[src/rtl/lsu_ctrl.sv]
// lsu_ctrl: load/store control for the RV64I memory stage.
// Accepts one operation at a time, runs a single-outstanding data-memory
// transaction for legal aligned accesses and returns extended load data or
// an error code through a one-cycle response pulse.
module lsu_ctrl (
    input  logic        clk,
    input  logic        rst_n,
    input  logic        req_valid,
    output logic        req_ready,
    input  logic        mem_read,
    input  logic        mem_write,
    input  logic [2:0]  load_type,
    input  logic [2:0]  store_type,
    input  logic [63:0] addr,
    input  logic [63:0] wdata,
    output logic        dmem_valid,
    input  logic        dmem_ready,
    output logic [63:0] dmem_addr,
    output logic        dmem_we,
    output logic [63:0] dmem_wdata,
    output logic [7:0]  dmem_wmask,
    input  logic        dmem_rvalid,
    input  logic [63:0] dmem_rdata,
    output logic        resp_valid,
    output logic [63:0] resp_rdata,
    output logic [1:0]  resp_err
);

    typedef enum logic [1:0] {IDLE, REQ, WAIT, DONE} state_t;

    localparam logic [1:0] ERR_OK  = 2'b00;
    localparam logic [1:0] ERR_MIS = 2'b01;
    localparam logic [1:0] ERR_ILL = 2'b10;

    state_t      state_q, state_d;
    logic        init_q, init_d;
    logic        is_load_q, is_load_d;
    logic [2:0]  ltype_q, ltype_d;
    logic [2:0]  off_q, off_d;
    logic [63:0] addr_q, addr_d;
    logic        we_q, we_d;
    logic [63:0] wdata_q, wdata_d;
    logic [7:0]  wmask_q, wmask_d;
    logic [63:0] rdata_q, rdata_d;
    logic [1:0]  err_q, err_d;

    logic        illegal, misal;
    logic [1:0]  sz;           // log2 of access size in bytes
    logic [63:0] st_wdata;
    logic [7:0]  st_mask;
    logic [63:0] ld_shift, ld_ext;

    // Decode the offered operation: legality, size, alignment and store lanes
    always_comb begin
        illegal  = (mem_read & mem_write) | (mem_read & (load_type == 3'b000)) |
                   (mem_write & ~store_type[2]) | (~mem_read & ~mem_write);
        // load_type[1:0] is 01/10/11 for byte/half/word, 00 only for ld
        if (mem_read) sz = (load_type == 3'b100) ? 2'd3 : load_type[1:0] - 2'd1;
        else          sz = store_type[1:0];
        misal    = 1'b0;
        st_wdata = wdata;
        st_mask  = 8'hFF;
        case (sz)
            2'd0: begin
                st_wdata = {8{wdata[7:0]}};
                st_mask  = 8'h01 << addr[2:0];
            end
            2'd1: begin
                misal    = addr[0];
                st_wdata = {4{wdata[15:0]}};
                st_mask  = 8'h03 << addr[2:0];
            end
            2'd2: begin
                misal    = addr[1:0] != 2'b00;
                st_wdata = {2{wdata[31:0]}};
                st_mask  = 8'h0F << addr[2:0];
            end
            default: begin
                misal    = addr[2:0] != 3'b000;
                st_wdata = wdata;
                st_mask  = 8'hFF;
            end
        endcase
    end

    // Extract and extend the load field from the aligned doubleword
    always_comb begin
        ld_shift = dmem_rdata >> {off_q, 3'b000};
        case (ltype_q)
            3'b001:  ld_ext = {{56{ld_shift[7]}},  ld_shift[7:0]};
            3'b010:  ld_ext = {{48{ld_shift[15]}}, ld_shift[15:0]};
            3'b011:  ld_ext = {{32{ld_shift[31]}}, ld_shift[31:0]};
            3'b101:  ld_ext = {56'd0, ld_shift[7:0]};
            3'b110:  ld_ext = {48'd0, ld_shift[15:0]};
            3'b111:  ld_ext = {32'd0, ld_shift[31:0]};
            default: ld_ext = ld_shift;
        endcase
    end

    // Next-state and register updates for the request/response FSM
    always_comb begin
        state_d   = state_q;
        init_d    = 1'b1;
        is_load_d = is_load_q;
        ltype_d   = ltype_q;
        off_d     = off_q;
        addr_d    = addr_q;
        we_d      = we_q;
        wdata_d   = wdata_q;
        wmask_d   = wmask_q;
        rdata_d   = rdata_q;
        err_d     = err_q;
        case (state_q)
            IDLE: if (req_valid && req_ready) begin
                is_load_d = mem_read;
                ltype_d   = load_type;
                off_d     = addr[2:0];
                addr_d    = {addr[63:3], 3'b000};
                we_d      = mem_write;
                wdata_d   = mem_write ? st_wdata : 64'd0;
                wmask_d   = mem_write ? st_mask : 8'h00;
                if (illegal) begin
                    rdata_d = 64'd0;
                    err_d   = ERR_ILL;
                    state_d = DONE;
                end else if (misal) begin
                    rdata_d = 64'd0;
                    err_d   = ERR_MIS;
                    state_d = DONE;
                end else begin
                    state_d = REQ;
                end
            end
            REQ: if (dmem_ready) begin
                if (is_load_q) begin
                    state_d = WAIT;
                end else begin
                    rdata_d = 64'd0;
                    err_d   = ERR_OK;
                    state_d = DONE;
                end
            end
            WAIT: if (dmem_rvalid) begin
                rdata_d = ld_ext;
                err_d   = ERR_OK;
                state_d = DONE;
            end
            default: state_d = IDLE;
        endcase
    end

    // State and datapath registers
    always_ff @(posedge clk or negedge rst_n) begin
        if (!rst_n) begin
            state_q   <= IDLE;
            init_q    <= 1'b0;
            is_load_q <= 1'b0;
            ltype_q   <= 3'd0;
            off_q     <= 3'd0;
            addr_q    <= 64'd0;
            we_q      <= 1'b0;
            wdata_q   <= 64'd0;
            wmask_q   <= 8'd0;
            rdata_q   <= 64'd0;
            err_q     <= 2'd0;
        end else begin
            state_q   <= state_d;
            init_q    <= init_d;
            is_load_q <= is_load_d;
            ltype_q   <= ltype_d;
            off_q     <= off_d;
            addr_q    <= addr_d;
            we_q      <= we_d;
            wdata_q   <= wdata_d;
            wmask_q   <= wmask_d;
            rdata_q   <= rdata_d;
            err_q     <= err_d;
        end
    end

    // init_q keeps req_ready low until the first edge after reset release
    assign req_ready  = (state_q == IDLE) & init_q;
    assign dmem_valid = (state_q == REQ);
    assign dmem_addr  = addr_q;
    assign dmem_we    = we_q;
    assign dmem_wdata = wdata_q;
    assign dmem_wmask = wmask_q;
    assign resp_valid = (state_q == DONE);
    assign resp_rdata = rdata_q;
    assign resp_err   = err_q;

endmodule
[config.mk]
export PLATFORM = sky130hd
export DESIGN_NAME = lsu_ctrl
export DESIGN_NICKNAME = d
export VERILOG_FILES = /design/src/rtl/lsu_ctrl.sv
export SDC_FILE = /design/constraint.sdc
export NUM_CORES = 1
export LEC_CHECK = 0
export BUFFER_PORTS_ARGS = -buffer_cell sky130_fd_sc_hd__buf_2
export CAP_MARGIN = 20
export CORE_MARGIN = 10
export CORE_UTILIZATION = 40
export CTS_CLUSTER_DIAMETER = 30
export DETAILED_ROUTE_END_ITERATION = 16
export PLACE_DENSITY_LB_ADDON = 0.05
export SLEW_MARGIN = 25
export SYNTH_ARGS = -nofsm -noshare
export SYNTH_HDL_FRONTEND = slang
export SYNTH_SLANG_ARGS = --single-unit
[constraint.sdc]
create_clock -name clk -period 5.7 [get_ports clk]
set_input_delay 0.57 -clock clk [delete_from_list [all_inputs] [get_ports clk]]
set_output_delay 0.57 -clock clk [all_outputs]
set_load 0.01 [all_outputs]
==> impl_metrics.csv <==
group,metric,value,unit
placed_design,place_hpwl,31.8,mm
global_route,grt_max_degree,98,
finish,fin_util,56.1,%
synthesis,synth_top_family_by_area,"compound AO/OA/AOI/OAI gates",
synthesis,netlist_top_cells_area,"dfrtp_1 (47%), nand2_1 (14%), o21ai_0 (4.9%)",
global_route,grtUsageTotal,24.1,%
sta,max_freq,0.292,GHz
sta,finalClockSkew,0.0203,ns
clock_tree,hold_buffers,0,
synthesis,ys_seq_area_share,47.1,%
clock_tree,cts-root-buf,"clkbuf_16",
critical_path,crit_path_cell_trace,"buf_2, inv_1, ha_1, a21oi_1, ha_1, buf_4, or3_1, nand3_1, a311oi_4, buf_4, nand2_1, o311ai_2",
critical_path,start_kind,"primary input",
synthesis,synthArstFlopShare,100,%
finish,postLayoutCellArea,15500,µm²
synthesis,synth_edf_count,0,
routing,wl_per_cell,21.0,µm
floorplanning,dieWidth,187,µm
synthesis,synth_compound_area_share,20.1,%
placed_design,dpl_cell_area,13400,µm²
finish,finalNetCount,1865,
power,power_density,636,nW/µm²
critical_path,slowest_stage,"a311oi_4",
global_route,antenna_found_initial,8,
critical_path,critical_path_buf_inv_count,4,
synthesis,avgSynthCellArea,8.75,µm²
clock_tree,clk_path_buf_depth,3,
critical_path,worstPathRequired,6.15,ns
global_route,grt_pass1_vias,11200,
routing,drc,0,
sta,setup_tns,0,ns
critical_path,cp-end-kind,"register",
sta,drv_slew,0,
routing,drt_iter0_drc,849,
clock_tree,clock_sinks,210,
synthesis,ys_types,53,
job,max-cap-violations,0,
placed_design,portBuffers,407,
hold_path,hold_class,"in -> async",
power,finalPower,9860,µW
synthesis,ys_ff_latch,210,
finish,area_delta_synth_final,39.0,%
critical_path,critical_path_arrival,3.88,ns
global_route,grt_pass1_wl,67.6,mm
routing,postRouteAntennaNets,0,
sta,rsz0062_at_grt,"no",
floorplanning,io_pins,411,
routing,firstDrtPassIters,5,
synthesis,synth_mux_area_share,8.18,%
clock_tree,cts_setup_buffers,0,
synthesis,synth-main-ff-cell,"dfrtp_1",
sta,period_needed,3.43,ns
floorplanning,die_area,34900,µm²
synthesis,synth.most_common_cell,"nand2_1",
floorplanning,initial_utilization,40.3,%
synthesis,synth_simple_gate_area_share,18.4,%
synthesis,synthTopCellsByCount,"nand2_1 (407), dfrtp_1 (210), o21ai_0 (109), clkbuf_1 (75), a22oi_1 (60)",
sta,min_period_over_period,60.1,%
synthesis,synth_adder_area_share,1.23,%
placed_design,dp_slack,1.76,ns
clock_tree,clk_pin_slew,0.04,ns
routing,wl,43.8,mm
sta,slew_headroom,32.4,%
synthesis,synthCells,1274,
critical_path,max_stage_delay,0.50,ns
clock_tree,htree_num_levels,2,
global_route,grt_overflow_total,0,
floorplanning,row_count,61,
synthesis,yosysTopAreaCellShare,47.1,%
sta,hold_viol,0,
synthesis,yosys_warnings,0,
sta,setup_violations,0,
clock_tree,cts_tree,"yes",
outcome,status,"finished clean",
sta,setup_ws,2.27,ns
synthesis,synth_top_area_cell,"dfrtp_1",
floorplanning,die_h,187,µm
critical_path,crit_fanout,33,
clock_tree,numCtsBuffers,56,
power,peakVddDrop,0.413,mV
critical_path,critical_path.top_delay_family,"compound AO/OA/AOI/OAI gates",
synthesis,yosys.area_share.xor_xnor,0,%
finish,drive_gt1_share,34.3,%
clock_tree,worstSkewPairLatency,0.56,ns
placed_design,place.gp.congestion,0.882,
critical_path,setup.worst_path.class,"in -> reg",
sta,tightest_slew,1.01,ns
routing,viasPerCell,5.29,
clock_tree,ctsResizeCount,0,
power,p_leak,0.00795,µW
synthesis,syn_area,11100,µm²
routing,vias,11000,
floorplanning,core_area,27600,µm²
through the flow:
step	instances	hold WS [ns]
floorplan	1276	0.274
global placement	1968	0.447
detailed placement	1968	0.451
CTS	2073	0.0683
global route	2076	0.0783
finish	2081	0.0170
layout by cell type, fill, tap and decap left out, types with 8 or more instances in the layout:
master      instances
nor2b_1            11
o22ai_1            12
o21a_1              8
clkbuf_16          56
ha_1               11
a221oi_1            9
nand3_1            22
buf_4              18
inv_1              14
o31ai_1            20
mux4_2             12
o211ai_1            8
buf_2             406
a22oi_1            60
mux2i_1            45
bufinv_16           9
clkinv_2           15
and2_1              8
clkinvlp_4          8
a31oi_1            35
mux2_2             17
dfrtp_1           208
nand2_1           406
o221ai_2            8
clkbuf_8           10
o21ai_0           109
nor2_1             36
a21oi_1            32
final timing paths:
path	depth (start not counted)	slack, ns	endpoint	start
setup / recovery	12	2.27	resp_rdata[10]	load_type[0]
hold / removal	1	0.02	resp_rdata[6]	rst_n
setup reg to reg	7	2.45	resp_rdata[63]	off_q[0]
hold reg to reg	2	0.46	dmem_wdata[21]	dmem_wdata[21]
max in group asynchronous	2	4.36	dmem_wdata[9]	rst_n
min in group clk	3	0.19	dmem_addr[12]	addr[12]
cells by family (layout without fill, tap and decap cells):
family | Yosys count | in the layout
other | 2 | 11
AND/OR/NAND/NOR | 510 | 510
buffers and inverters | 127 | 547
flip-flops | 210 | 210
multiplexers | 74 | 74
AO/OA/AOI/OAI | 340 | 340
adder cells (fa/ha/maj) | 11 | 11
worst register-to-register path, cell delays in order (launching register included):
cell and delay (ns):
dfrtp_2 0.82, buf_4 0.53, nand2_1 0.14, o22ai_1 0.26, nor4_1 0.14, a31oi_4 0.59
buf_4 0.47, a31oi_1 0.16
flip-flops by register name, indices dropped and copies added (netlist names):
signal / count
ltype_q: 3
resp_err: 2
dmem_we: 1
dmem_addr: 61
resp_rdata: 64
state_q: 2
dmem_wmask: 8
dmem_wdata: 64
init_q: 1
off_q: 3
is_load_q: 1
cell type report:
class	instances	area (µm²)
fill	2629	12100
multi-input combinational	939	5440
sequential	210	5260
timing repair buffer	426	2210
clock buffer	69	1550
clock inverter	36	490
tap	378	473
inverter	16	60.1
antenna	7	17.5
routing by layer:
layer	part of all wire (%)	vias to the layer above	global-route usage, %	wire (µm)
met5	0.039	-	0	17
met4	3.5	4	9.89	1550
met3	8.6	90	8.00	3740
met2	48	456	39.1	21000
met1	40	5239	28.9	17500
li1	-	5220	-	-
report_power, final:
group | switching (µW) | leakage (µW) | internal (µW)
sequential | 467 | 0.00275 | 2160
clock | 998 | 0.000986 | 2330
combinational | 2460 | 0.00421 | 1450
total | 3920 | 0.00795 | 5930
No activity file was read; power rests on OpenSTA's default activity.
